--- src/rtl/gps_frame_buffer.sv ---
// gps_frame_buffer: ping-pong NMEA sentence buffer, writer fills one bank
// while the reader parses the other; commits swap banks, deferred by rd_lock.
//
// Ports:
//   clk, rst_n          clock, async active-low reset
//   wr_start/en/data    writer frame start, byte strobe and byte
//   wr_commit/abort     writer frame commit / discard
//   wr_busy, commit_err commit pending / rejected-commit pulse
//   rd_lock, rd_addr    reader bank lock and read address
//   rd_data             byte at registered {read bank, rd_addr}
//   frame_valid/len/seq readable frame status
//   frame_xor           XOR of readable frame bytes
//
// Optional feature: define GPS_FRAME_XOR_EN to build the running XOR
// checksum assist; otherwise frame_xor is tied to zero.
module gps_frame_buffer #(
    parameter int ADDR_WIDTH = 6,
    parameter int DATA_WIDTH = 8
) (
    input  logic                  clk,
    input  logic                  rst_n,
    input  logic                  wr_start,
    input  logic                  wr_en,
    input  logic [DATA_WIDTH-1:0] wr_data,
    input  logic                  wr_commit,
    input  logic                  wr_abort,
    output logic                  wr_busy,
    output logic                  commit_err,
    input  logic                  rd_lock,
    input  logic [ADDR_WIDTH-1:0] rd_addr,
    output logic [DATA_WIDTH-1:0] rd_data,
    output logic                  frame_valid,
    output logic [ADDR_WIDTH:0]   frame_len,
    output logic [7:0]            frame_seq,
    output logic [DATA_WIDTH-1:0] frame_xor
);

    localparam int DEPTH = 2 ** ADDR_WIDTH;

    typedef enum logic {
        S_IDLE,
        S_PEND
    } state_t;

    state_t state_q;
    state_t state_d;

    logic [DATA_WIDTH-1:0] mem [2*DEPTH];

    logic [ADDR_WIDTH:0]   wr_ptr_q;
    logic                  ovf_q;
    logic                  wr_bank_q;
    logic                  rd_bank_q;
    logic                  rd_bank_s;
    logic [ADDR_WIDTH-1:0] rd_addr_q;

    logic                  active;
    logic                  fresh;
    logic [ADDR_WIDTH:0]   eff_ptr;
    logic                  take;
    logic                  drop;
    logic [ADDR_WIDTH:0]   len;
    logic                  ovf_now;
    logic                  do_commit;
    logic                  reject;
    logic                  commit_ok;
    logic                  swap;
    logic [ADDR_WIDTH:0]   swap_len;

    // Datapath decode. A commit in the same cycle as wr_start wins, so
    // the start only rewinds the pointer when no commit is present.
    always_comb begin
        active    = !wr_busy && !wr_abort;
        fresh     = wr_start && !wr_commit;
        eff_ptr   = fresh ? '0 : wr_ptr_q;
        take      = active && wr_en && !eff_ptr[ADDR_WIDTH];
        drop      = active && wr_en && eff_ptr[ADDR_WIDTH];
        len       = eff_ptr + {{ADDR_WIDTH{1'b0}}, take};
        ovf_now   = (ovf_q && !fresh) || drop;
        do_commit = active && wr_commit;
        reject    = do_commit && (ovf_now || len == '0);
        commit_ok = do_commit && !reject;
        swap      = (commit_ok && !rd_lock)
                  || (wr_busy && !wr_abort && !rd_lock);
        // While pending, the held length lives in wr_ptr_q.
        swap_len  = wr_busy ? wr_ptr_q : len;
    end

    // Pending-commit FSM: state register
    always_ff @(posedge clk or negedge rst_n) begin
        if (!rst_n) begin
            state_q <= S_IDLE;
        end else begin
            state_q <= state_d;
        end
    end

    // Pending-commit FSM: next state
    always_comb begin
        state_d = state_q;
        unique case (state_q)
            S_IDLE: begin
                if (commit_ok && rd_lock) begin
                    state_d = S_PEND;
                end
            end
            S_PEND: begin
                if (wr_abort || !rd_lock) begin
                    state_d = S_IDLE;
                end
            end
            default: state_d = S_IDLE;
        endcase
    end

    // Pending-commit FSM: outputs
    always_comb begin
        wr_busy = (state_q == S_PEND);
    end

    // Writer pointer and sticky overflow
    always_ff @(posedge clk or negedge rst_n) begin
        if (!rst_n) begin
            wr_ptr_q <= '0;
            ovf_q    <= 1'b0;
        end else if (wr_abort || reject || swap) begin
            wr_ptr_q <= '0;
            ovf_q    <= 1'b0;
        end else if (do_commit) begin
            wr_ptr_q <= len;
            ovf_q    <= 1'b0;
        end else if (!wr_busy) begin
            wr_ptr_q <= len;
            ovf_q    <= ovf_now;
        end
    end

    // Bank swap and readable-frame status
    always_ff @(posedge clk or negedge rst_n) begin
        if (!rst_n) begin
            wr_bank_q   <= 1'b0;
            rd_bank_q   <= 1'b1;
            frame_valid <= 1'b0;
            frame_len   <= '0;
            frame_seq   <= '0;
            commit_err  <= 1'b0;
        end else begin
            commit_err <= reject;
            if (swap) begin
                rd_bank_q   <= wr_bank_q;
                wr_bank_q   <= ~wr_bank_q;
                frame_valid <= 1'b1;
                frame_len   <= swap_len;
                frame_seq   <= frame_seq + 8'd1;
            end
        end
    end

    // Read address and bank are captured together, so a swap only
    // affects reads whose address is sampled after the swap edge.
    always_ff @(posedge clk or negedge rst_n) begin
        if (!rst_n) begin
            rd_addr_q <= '0;
            rd_bank_s <= 1'b1;
        end else begin
            rd_addr_q <= rd_addr;
            rd_bank_s <= rd_bank_q;
        end
    end

    always_ff @(posedge clk) begin
        if (take) begin
            mem[{wr_bank_q, eff_ptr[ADDR_WIDTH-1:0]}] <= wr_data;
        end
    end

    assign rd_data = mem[{rd_bank_s, rd_addr_q}];

`ifdef GPS_FRAME_XOR_EN
    logic [DATA_WIDTH-1:0] xor_q;
    logic [DATA_WIDTH-1:0] xor_eff;

    // Dropped overflow bytes never reach the checksum.
    always_comb begin
        xor_eff = (fresh ? '0 : xor_q) ^ (take ? wr_data : '0);
    end

    always_ff @(posedge clk or negedge rst_n) begin
        if (!rst_n) begin
            xor_q <= '0;
        end else if (wr_abort || reject || swap) begin
            xor_q <= '0;
        end else if (!wr_busy) begin
            xor_q <= xor_eff;
        end
    end

    always_ff @(posedge clk or negedge rst_n) begin
        if (!rst_n) begin
            frame_xor <= '0;
        end else if (swap) begin
            frame_xor <= wr_busy ? xor_q : xor_eff;
        end
    end
`else
    assign frame_xor = '0;
`endif

endmodule
--- config.mk ---
export PLATFORM = sky130hd
export DESIGN_NAME = gps_frame_buffer
export DESIGN_NICKNAME = d
export VERILOG_FILES = /design/src/rtl/gps_frame_buffer.sv
export SDC_FILE = /design/constraint.sdc
export NUM_CORES = 1
export LEC_CHECK = 0
export ABC_CLOCK_PERIOD_IN_PS = 3710
export CORE_MARGIN = 3
export CORE_UTILIZATION = 46
export DETAILED_ROUTE_END_ITERATION = 8
export DONT_BUFFER_PORTS = 1
export GPL_TIMING_DRIVEN = 0
export PLACE_DENSITY = 0.63
export SLEW_MARGIN = 25
export SYNTH_ARGS = -nofsm -noshare
export SYNTH_HDL_FRONTEND = slang
export SYNTH_SLANG_ARGS = --single-unit
--- constraint.sdc ---
create_clock -name clk -period 3.71 [get_ports clk]
set_clock_uncertainty 0.05 [all_clocks]
set_input_delay 0.371 -clock clk [delete_from_list [all_inputs] [get_ports clk]]
set_output_delay 0.371 -clock clk [all_outputs]
set_load 0.1 [all_outputs]
==> impl_metrics.py, run 1 <==
metrics = {
    "setup_path": {
        "cp.arrival_ns": 3.41,
        "crit_chain": "buf_12 > buf_6 > buf_16 > buf_16 > mux4_2 > o22ai_4 > nor3_4 > or4_4",
        "worst-path-buf-inv": 4,
        "criticalPathCategory": "register to output pin",
        "worst_path_most_repeated_cell": "buf_16",
        "critPathTopFamily": "simple AND/OR/NAND/NOR gates",
        "cp-end-kind": "output pin",
        "cp_data_required_time_ns": 3.29,
        "worstPathMaxFanout": 7,
        "cp-start-kind": "register",
        "cp_slowest_cell": "or4_4",
        "slowest_delay_ns": 0.75,
    },
    "sta": {
        "tightestPinTransition_ns": 1.10,
        "relSlewSlack_pct": 26.1,
        "grt_setup_unrepaired": "yes",
        "max_freq_ghz": 0.261,
        "maxSlewViolCount": 0,
        "setup_violations": 8,
        "finalHoldViolations": 0,
        "finalWorstSetupSlack_ns": -0.119,
        "min_period_over_period_pct": 103,
        "post-route-min-period_ns": 3.83,
    },
    "synth": {
        "netlist_area_mm2": 0.0413,
        "ys_seq_elements": 1059,
        "synth-main-ff-cell": "edfxtp_1",
        "synth_compound_area_share_pct": 4.75,
        "synthCells": 2210,
        "synth_xor_area_share_pct": 0.170,
        "yosysTopAreaCellShare_pct": 74.5,
        "yosysTopAreaCell": "edfxtp_1",
        "yosys.area_share.simple_pct": 5.84,
        "ys_async_sr_fraction_pct": 3.31,
        "synth_top_family_by_area": "multiplexers",
        "synthAdderAreaFrac_pct": 0.0909,
        "ys.warnings.count": 0,
        "synth_edf_count": 1024,
        "synth_mux_area_share_pct": 10.8,
        "synth_cell_types": 54,
        "post_synth.cell_area_avg_um2": 18.7,
        "ys_seq_area_share_pct": 76.6,
        "synth.area.top_cells": "edfxtp_1, mux4_2, a211oi_1",
    },
    "route": {
        "vias": 22107,
        "drc_errors": 0,
        "drt_first_iter_violations": 2770,
        "dr.pass1.iters": 6,
        "finalWirelength_um": 107000,
        "avgRoutedWirePerCell_um": 29.5,
        "detail_route.vias_per_cell": 6.08,
        "ant_nets": 0,
    },
    "finish": {
        "utilization_pct": 55.3,
        "fin_area_mm2": 0.0490,
        "final_common_cell": "edfxtp_1",
        "area_growth_pct": 18.6,
        "fill_cells": 6716,
        "mostFrequentLayoutCells": "edfxtp_1, nor2_1, mux4_2",
        "drive_above_1_share_pct": 30.0,
        "fin_nets": 2411,
    },
    "die": {
        "die-area_mm2": 0.0934,
        "die-height_um": 306,
        "io_pins": 55,
        "initial_core_util_pct": 46.6,
        "die_x_um": 306,
        "rows": 109,
        "core_area_mm2": 0.0886,
    },
    "pwr": {
        "seq_power_share_pct": 51.4,
        "p_comb_share_pct": 8.4,
        "clkPwrFrac_pct": 40.2,
        "p_leak_nw": 15.3,
        "peakVddDrop_v": 0.000536,
        "p_per_area_mw_per_mm2": 537,
        "intPower_mw": 20.1,
        "p_switching_mw": 6.27,
        "p_sw_share_pct": 23.8,
    },
    "grt": {
        "grt_pass1_wl_um": 154000,
        "gr-total-overflow": 0,
        "antenna_found_initial": 3,
        "track_usage_pct": 22.7,
        "first_global_vias": 21893,
        "grt_start_max_net_pins": 129,
    },
    "flow_run": {
        "drv_cap": 0,
    },
    "place": {
        "place_area_mm2": 0.0428,
        "io_buffers": 0,
        "hpwlAfterDp_um": 66800,
        "place_congestion": 0.859,
        "place_ws_ns": -1.04,
    },
    "run_status": {
        "status": "complete, but fails checks",
        "violations": "setup timing",
    },
    "min_path": {
        "hp-class": "input port to register",
    },
    "cts": {
        "cts_tree": "done",
        "clk_latency_ns": 0.66,
        "cts_buffer_depth": 3,
        "clockRootBuffer": "clkbuf_16",
        "cts.htree.levels": 3,
        "cts_sinks": 1059,
        "path_clk_slew_ns": 0.06,
        "cts_made_buffers": 101,
    },
}
-- sequential cells by signal (all words and copies together) (netlist names) --
register	flops
wr_bank_q	1
frame_valid	1
frame_seq	8
wr_busy	1
ovf_q	1
commit_err	1
rd_addr_q	6
rd_bank_s	1
wr_ptr_q	7
mem	1024
frame_len	7
rd_bank_q	1
-- timing repair --
action                                 4_1_cts  5_1_grt
hold buffers                                20        1
endpoints found under the hold margin     1072        1
buffers inserted                            21       18
pin swaps                                   55       29
setup endpoints to repair                  380       88
gates cloned                                 5        2
gates resized for setup                    389       66
-- cells in the mapped netlist, drive strengths merged, types with 4 or more instances --
library cell	number
a211oi	123
a21oi	12
and2b	5
and3	5
buf	77
clkbuf	63
dfrtp	33
edfxtp	1024
mux2	74
mux4	160
nand2	39
nand2b	4
nand3	17
nand4	8
nor2	181
nor2b	124
nor3	41
nor4	29
o211ai	29
o21ai	9
o22ai	99
o31ai	4
or4	11
xnor2	5
-- cell type report --
cell class              count  area (um^2)  area share, %
flip-flops and latches   1059        31600           64.6
multi-input cells        1015        10100           20.5
clock buffers             123         2790           5.69
plain buffers             139         1460           2.99
well taps                1165         1460           2.97
repair buffers             68          942           1.92
clock inverters            63          637           1.30
inverters                   3         11.3         0.0230
diodes                      1         2.50        0.00511
-- per-layer routing --
metal | part of all wire (%) | vias up | track usage, % | wire, um
met5 | 0.025 | - | 0 | 27
met4 | 3.2 | 4 | 7.12 | 3460
met3 | 9.1 | 187 | 4.88 | 9710
met2 | 47 | 1084 | 35.6 | 50300
met1 | 41 | 11524 | 32.1 | 43700
li1 | - | 9308 | - | -
-- power groups by stage --
stage / Combinational, mW / Clock, mW / Sequential [mW]
floorplan: 1.13 / 0 / 13.7
global placement: 1.62 / 0 / 13.8
detailed placement: 1.64 / 0 / 13.8
CTS: 2.13 / 10.7 / 13.5
global route: 2.29 / 11.2 / 13.5
finish: 2.20 / 10.6 / 13.5
-- final timing paths --
kind / start / to / slack [ns] / depth (start not counted)
max: rd_addr_q[0]$_DFF_PN0_ / rd_data[2] / -0.12 / 8
min: wr_data[3] / mem[59][3]$_DFFE_PP_ / 0.11 / 1
max reg2reg: wr_busy$_DFF_PN0_ / mem[28][4]$_DFFE_PP_ / 0.19 / 7
min reg2reg: rd_bank_q$_DFFE_PN1P_ / rd_bank_s$_DFF_PN1_ / 0.36 / 0
max in group asynchronous: rst_n / rd_bank_q$_DFFE_PN1P_ / 3.09 / 2
min in group asynchronous: rst_n / rd_addr_q[2]$_DFF_PN0_ / 0.25 / 2
-- cell families after synthesis --
group	after synthesis
xor gates and xnor gates	8
and+or+nand+nor	477
DFF	1059
adders and majority gates	3
AOI/OAI and AO/OA	283
muxes	236
other	1
buffers and inverters	143
-- through the flow --
stage          TNS, ns  total power, mW  hold slack, ns  instances
6_report        -0.756             26.3           0.114       3636
5_1_grt          -1.15             27.0           0.151       3636
4_1_cts         -0.521             26.3          0.0927       3614
3_5_place_dp    -42.64             15.4          0.0279       3383
3_3_place_gp   -140.37             15.4          0.0281       3382
2_1_floorplan        0             14.9          0.0254       2217
No activity file was read; power rests on OpenSTA's default activity.
==> run 2: changes to the inputs <==
--- a/config.mk
+++ b/config.mk
@@ -12,7 +12,6 @@
 export DONT_BUFFER_PORTS = 1
 export GPL_TIMING_DRIVEN = 0
 export PLACE_DENSITY = 0.63
-export SLEW_MARGIN = 25
 export SYNTH_ARGS = -nofsm -noshare
 export SYNTH_HDL_FRONTEND = slang
 export SYNTH_SLANG_ARGS = --single-unit
==> constraint.sdc (replaced) <==
create_clock -name clk -period 3.71 [get_ports clk]
set_clock_uncertainty 0.05 [all_clocks]
set_input_delay 0.371 -clock clk [delete_from_list [all_inputs] [get_ports clk]]
set_output_delay 0.371 -clock clk [all_outputs]
set_load 0.005 [all_outputs]
==> run 2 against run 1 <==
Against the previous run:
- the run ends with hold timing, setup timing left
- die area is the same
- critical path depth grew 1
- final cell count shrank 0.96%
- count of clock-buffer cells in the layout is the same
- clock power is essentially flat
- combinational power shrank 22%
- sequential power is essentially flat
- non-clock buffer count shrank 36
- core utilization shrank 1.6 points
- register-to-register slack lost 0.16 ns
- critical endpoint is now rd_data[4]
==> impl_metrics.py, run 2 (synthesis results as in run 1) <==
metrics = {
    "run_status": {
        "status": "complete, but fails checks",
        "violations": "hold timing, setup timing",
    },
    "sta": {
        "max_freq_ghz": 0.265,
        "relSlewSlack_pct": 2.27,
        "maxSlewViolCount": 0,
        "grt_setup_unrepaired": "yes",
        "finalWorstSetupSlack_ns": -0.0652,
        "hold_ws_ns": -0.0446,
        "post-route-min-period_ns": 3.78,
        "min_period_over_period_pct": 102,
        "setup_violations": 2,
        "finalHoldViolations": 2,
        "tightestPinTransition_ns": 1.47,
        "tns_ns": -0.0849,
    },
    "pwr": {
        "peakVddDrop_v": 0.000396,
        "p_per_area_mw_per_mm2": 532,
        "p_leak_nw": 14.7,
        "p_total_mw": 25.3,
    },
    "finish": {
        "final_common_cell": "edfxtp_1",
        "fin_area_mm2": 0.0476,
        "area_growth_pct": 15.2,
        "mostFrequentLayoutCells": "edfxtp_1, nor2_1, mux4_2",
        "fin_cells": 3601,
        "largest_reg_flops": 1024,
        "fill_cells": 6859,
        "n_antenna_cell": 0,
        "seqCellArea_mm2": 0.0316,
        "utilization_pct": 53.7,
        "fin_nets": 2375,
        "drive_above_1_share_pct": 25.3,
        "multi_input_comb_area_mm2": 0.00956,
    },
    "setup_path": {
        "cp-end-kind": "output pin",
        "worstSetupStartpoint": "rd_addr_q[2]$_DFF_PN0_",
        "r2r-start": "wr_ptr_q[1]$_DFF_PN0_",
        "worst_path_most_repeated_cell": "buf_6",
        "r2r_cells": 5,
        "crit_chain": "buf_6 > buf_6 > buf_4 > buf_2 > a211oi_1 > nor4_1 > o211ai_1 > nor3_4 > or4_4",
        "cp.arrival_ns": 3.35,
        "cp_data_required_time_ns": 3.29,
        "critPathTopFamily": "simple AND/OR/NAND/NOR gates",
        "worstReg2RegEnd": "mem[16][5]$_DFFE_PP_",
        "cp.depth": 9,
        "worstPathMaxFanout": 10,
        "endpoint": "rd_data[4]",
        "worst-path-buf-inv": 4,
        "criticalPathCategory": "register to output pin",
        "slowest_delay_ns": 0.44,
        "cp-start-kind": "register",
        "rrSetupSlack_ns": 0.03,
        "cp_slowest_cell": "nor4_1",
    },
    "cts": {
        "path_clk_slew_ns": 0.06,
        "cts.htree.levels": 3,
        "clockRootBuffer": "clkbuf_16",
        "cts_made_buffers": 101,
        "cts_sinks": 1059,
        "cts_tree": "done",
        "clk_latency_ns": 0.69,
        "cts_buffer_depth": 3,
    },
    "route": {
        "finalWirelength_um": 105000,
        "detail_route.vias_per_cell": 6.11,
        "dr.max_layer_used": "met5",
        "drc_errors": 0,
        "wl_met3_um": 9480,
        "vias": 21995,
        "dr.pass1.iters": 6,
        "drt_first_iter_violations": 2609,
        "wl_met2_um": 48100,
        "drt-met1-wl_um": 43300,
        "avgRoutedWirePerCell_um": 29.0,
        "ant_nets": 0,
    },
    "place": {
        "io_buffers": 0,
        "place_area_mm2": 0.0428,
        "hpwlAfterDp_um": 67000,
        "dp_cells": 3382,
        "place_congestion": 0.859,
    },
    "die": {
        "rows": 109,
        "io_pins": 55,
        "die-area_mm2": 0.0934,
        "die-height_um": 306,
        "initial_core_util_pct": 46.6,
        "core_area_mm2": 0.0886,
        "die_x_um": 306,
    },
    "min_path": {
        "hp-class": "input port to register",
    },
    "grt": {
        "first_global_vias": 21638,
        "antenna_found_initial": 1,
        "track_usage_pct": 22.3,
        "grt_start_max_net_pins": 129,
        "grt_pass1_wl_um": 152000,
        "gr-total-overflow": 0,
    },
    "flow_run": {
        "drv_cap": 0,
    },
}
-- run 2: cell count changes in the layout (fill, tap and decap cells not counted), sizes merged --
cell,before,now
clkinvlp,6,2
buf,131,101
diode,1,0
dlygate4sd3,12,11
bufinv,12,11
clkbuf,186,181
bufbuf,1,0
clkinv,41,48
clkdlybuf4s15,0,1
-- run 2: worst min path at each step --
stage / startpoint / cells after the start / end / slack (ns)
final: rd_lock / 2 / wr_ptr_q[3]$_DFF_PN0_ / -0.04
after global routing: rd_lock / 2 / wr_ptr_q[3]$_DFF_PN0_ / 0.001
after CTS: rd_lock / 2 / wr_ptr_q[3]$_DFF_PN0_ / 0.08
after detailed placement: rst_n / 0 / frame_len[1]$_DFFE_PN0P_ / 0.03
after global placement: rst_n / 0 / frame_len[1]$_DFFE_PN0P_ / 0.03
after floorplan: rst_n / 0 / commit_err$_DFF_PN0_ / 0.03
-- run 2: area by class of cell --
type	count	share of cell area, %
inverter	3	0.0237
timing repair buffer	32	0.957
sequential	1059	66.5
clock inverter	65	1.53
multi-input combinational	1015	20.1
clock buffer	123	5.51
buffer	139	2.36
tap	1165	3.06
-- run 2: repair_timing --
action,in CTS,in global routing
hold buffers,20,0
endpoints found under the setup margin,16,237
pin swaps,10,13
setup buffers,5,6
endpoints found under the hold margin,1071,0
gates resized for setup,214,69
-- run 2: where the power goes --
part	switching [mW]	internal [mW]	total (mW)	leakage [nW]
Clock	4.50	5.85	10.4	1.63
Sequential	0.0849	13.2	13.3	9.65
Combinational	1.10	0.605	1.71	3.41
-- run 2: through the flow --
stage               hold WS, ns  worst slack [ns]
floorplan                0.0254             0.527
global placement         0.0281            -0.571
detailed placement       0.0278            -0.620
CTS                      0.0811          -0.00422
global route            0.00139            -0.110
finish                  -0.0446           -0.0652
-- run 2: routing by layer --
layer  vias up  global-route usage [%]
met5         -                       0
li1       9239                       -
met3       174                    4.58
met4         2                    7.79
met2      1081                    34.2
met1     11499                    32.2
==> run 3: changes to the inputs <==
--- a/config.mk
+++ b/config.mk
@@ -5,7 +5,7 @@
 export SDC_FILE = /design/constraint.sdc
 export NUM_CORES = 1
 export LEC_CHECK = 0
-export ABC_CLOCK_PERIOD_IN_PS = 3710
+export ABC_CLOCK_PERIOD_IN_PS = 4400
 export CORE_MARGIN = 3
 export CORE_UTILIZATION = 46
 export DETAILED_ROUTE_END_ITERATION = 8
==> constraint.sdc (replaced) <==
create_clock -name clk -period 4.4 [get_ports clk]
set_clock_uncertainty 0.05 [all_clocks]
set_input_delay 0.44 -clock clk [delete_from_list [all_inputs] [get_ports clk]]
set_output_delay 0.44 -clock clk [all_outputs]
set_load 0.005 [all_outputs]
==> run 3 against run 2 <==
Against the previous run:
- the run ends with capacitance limit, slew limit left
- flip-flop and latch count is the same
- routed wire length down 1.1%
- largest cell class unchanged
- clock power fell by 16%
- critical endpoint is now rd_data[1]
- sequential share of layout area rose by 1.4 points
- critical path depth unchanged
- via count decreased by 1.4%
==> impl_metrics.py, run 3 (synthesis results as in run 1) <==
metrics = {
    "run_status": {
        "status": "complete, but fails checks",
        "violations": "capacitance limit, slew limit",
    },
    "die": {
        "core_area_mm2": 0.0886,
        "die-height_um": 306,
        "rows": 109,
        "initial_core_util_pct": 46.6,
        "io_pins": 55,
        "die_x_um": 306,
        "die-area_mm2": 0.0934,
    },
    "sta": {
        "max_freq_ghz": 0.229,
        "setup_violations": 0,
        "grt_setup_unrepaired": "no",
        "tns_ns": 0,
        "maxSlewViolCount": 11,
        "post-route-min-period_ns": 4.37,
        "relSlewSlack_pct": -2.14,
        "finalHoldViolations": 0,
        "tightestPinTransition_ns": 1.53,
        "min_period_over_period_pct": 99.2,
    },
    "finish": {
        "fill_cells": 6979,
        "drive_above_1_share_pct": 20.0,
        "largest_reg_flops": 1024,
        "seqCellArea_mm2": 0.0316,
        "multi_input_comb_area_mm2": 0.00902,
        "fin_nets": 2361,
        "n_antenna_cell": 0,
        "final_common_cell": "edfxtp_1",
        "area_growth_pct": 12.8,
        "mostFrequentLayoutCells": "edfxtp_1, nor2_1, mux4_2",
        "utilization_pct": 52.5,
    },
    "grt": {
        "gr-total-overflow": 0,
        "grt_pass1_wl_um": 151000,
        "first_global_vias": 21568,
        "track_usage_pct": 22.2,
        "antenna_found_initial": 1,
        "grt_start_max_net_pins": 129,
    },
    "route": {
        "drc_errors": 0,
        "finalWirelength_um": 103000,
        "drt-met1-wl_um": 42700,
        "wl_met3_um": 9210,
        "drt_first_iter_violations": 2358,
        "ant_nets": 0,
        "dr.pass1.iters": 5,
        "detail_route.vias_per_cell": 6.05,
        "wl_met2_um": 47700,
        "dr.max_layer_used": "met4",
        "vias": 21693,
        "avgRoutedWirePerCell_um": 28.8,
    },
    "cts": {
        "clk_latency_ns": 0.69,
        "cts_made_buffers": 101,
        "cts.htree.levels": 3,
        "cts_setup_buffers": 0,
        "cts_sinks": 1059,
        "cts_buffer_depth": 3,
        "clockRootBuffer": "clkbuf_16",
        "path_clk_slew_ns": 0.06,
        "cts_tree": "done",
    },
    "pwr": {
        "p_per_area_mw_per_mm2": 456,
        "p_comb_share_pct": 6.1,
        "peakVddDrop_v": 0.000335,
        "intPower_mw": 16.5,
        "seq_power_share_pct": 52.8,
        "p_leak_nw": 14.3,
        "clkPwrFrac_pct": 41.1,
        "p_sw_share_pct": 22.3,
        "p_switching_mw": 4.74,
    },
    "setup_path": {
        "cp-start-kind": "register",
        "worst_path_most_repeated_cell": "buf_6",
        "cp_slowest_cell": "clkbuf_1",
        "worst-path-buf-inv": 4,
        "critPathTopFamily": "buffers and inverters",
        "cp-end-kind": "output pin",
        "worstPathMaxFanout": 10,
        "crit_chain": "buf_6 > buf_6 > buf_2 > clkbuf_1 > a211oi_1 > nor2_1 > o211ai_1 > nor3_1 > or4_1",
        "criticalPathCategory": "register to output pin",
        "slowest_delay_ns": 0.54,
        "cp.arrival_ns": 3.88,
        "cp_data_required_time_ns": 3.91,
    },
    "place": {
        "place_congestion": 0.859,
        "hpwlAfterDp_um": 67000,
        "io_buffers": 0,
    },
    "flow_run": {
        "drv_cap": 1,
    },
    "min_path": {
        "hp-class": "input port to register",
    },
}
[run 3: cell count changes in the layout (fill, tap and decap cells not counted), sizes merged]
cell | before | now
clkbuf | 181 | 188
buf | 101 | 81
clkdlybuf4s15 | 1 | 0
[run 3: path summary, 6_finish.rpt]
kind / startpoint / endpoint / slack [ns] / cells after the start
min in group asynchronous: rst_n / frame_len[6]$_DFFE_PN0P_ / 0.20 / 2
worst min register to register: rd_bank_q$_DFFE_PN1P_ / rd_bank_s$_DFF_PN1_ / 0.39 / 0
max in group asynchronous: rst_n / rd_bank_s$_DFF_PN1_ / 3.81 / 2
worst max-delay path: rd_addr_q[2]$_DFF_PN0_ / rd_data[1] / 0.03 / 9
worst max register to register: wr_ptr_q[1]$_DFF_PN0_ / mem[24][3]$_DFFE_PP_ / 0.57 / 5
worst min-delay path: wr_data[6] / mem[58][6]$_DFFE_PP_ / 0.14 / 1
[run 3: stage by stage]
step	power, mW	worst slack, ns	std cells	instance area, um^2	hold WS [ns]
floorplan	12.0	1.15	2217	41300	0.0944
global placement	12.5	0.0503	3382	42800	0.0971
detailed placement	12.5	0.00148	3382	42800	0.0968
CTS	21.3	0.00964	3587	46500	0.150
global route	21.8	0.00992	3587	46600	0.138
finish	21.2	0.0340	3587	46600	0.140
[run 3: layout make-up]
type	instances	share of cell area [%]
Multi-Input combinational cell	1015	19.4
Buffer	137	1.60
Clock buffer	123	5.63
Timing Repair Buffer	20	0.768
Inverter	3	0.0242
Clock inverter	65	1.56
Tap cell	1165	3.13
Sequential cell	1059	67.9
[run 3: timing repair]
item	4_1_cts	5_1_grt
cloned	0	0
endpoints found under the hold margin	1069	0
hold buffers	20	0
endpoints found under the setup margin	8	7
resized for setup	23	18
[run 3: per-layer routing]
metal	vias to the layer above	global-route usage, %
met4	0	8.13
met3	183	4.70
met2	996	34.1
met5	-	0
met1	11306	31.7
li1	9208	-
[run 3: power groups by stage]
stage	registers, mW	logic, mW	clock network, mW
floorplan	11.4	0.658	0
global placement	11.4	1.07	0
detailed placement	11.4	1.09	0
CTS	11.2	1.30	8.83
global route	11.2	1.38	9.25
finish	11.2	1.31	8.72
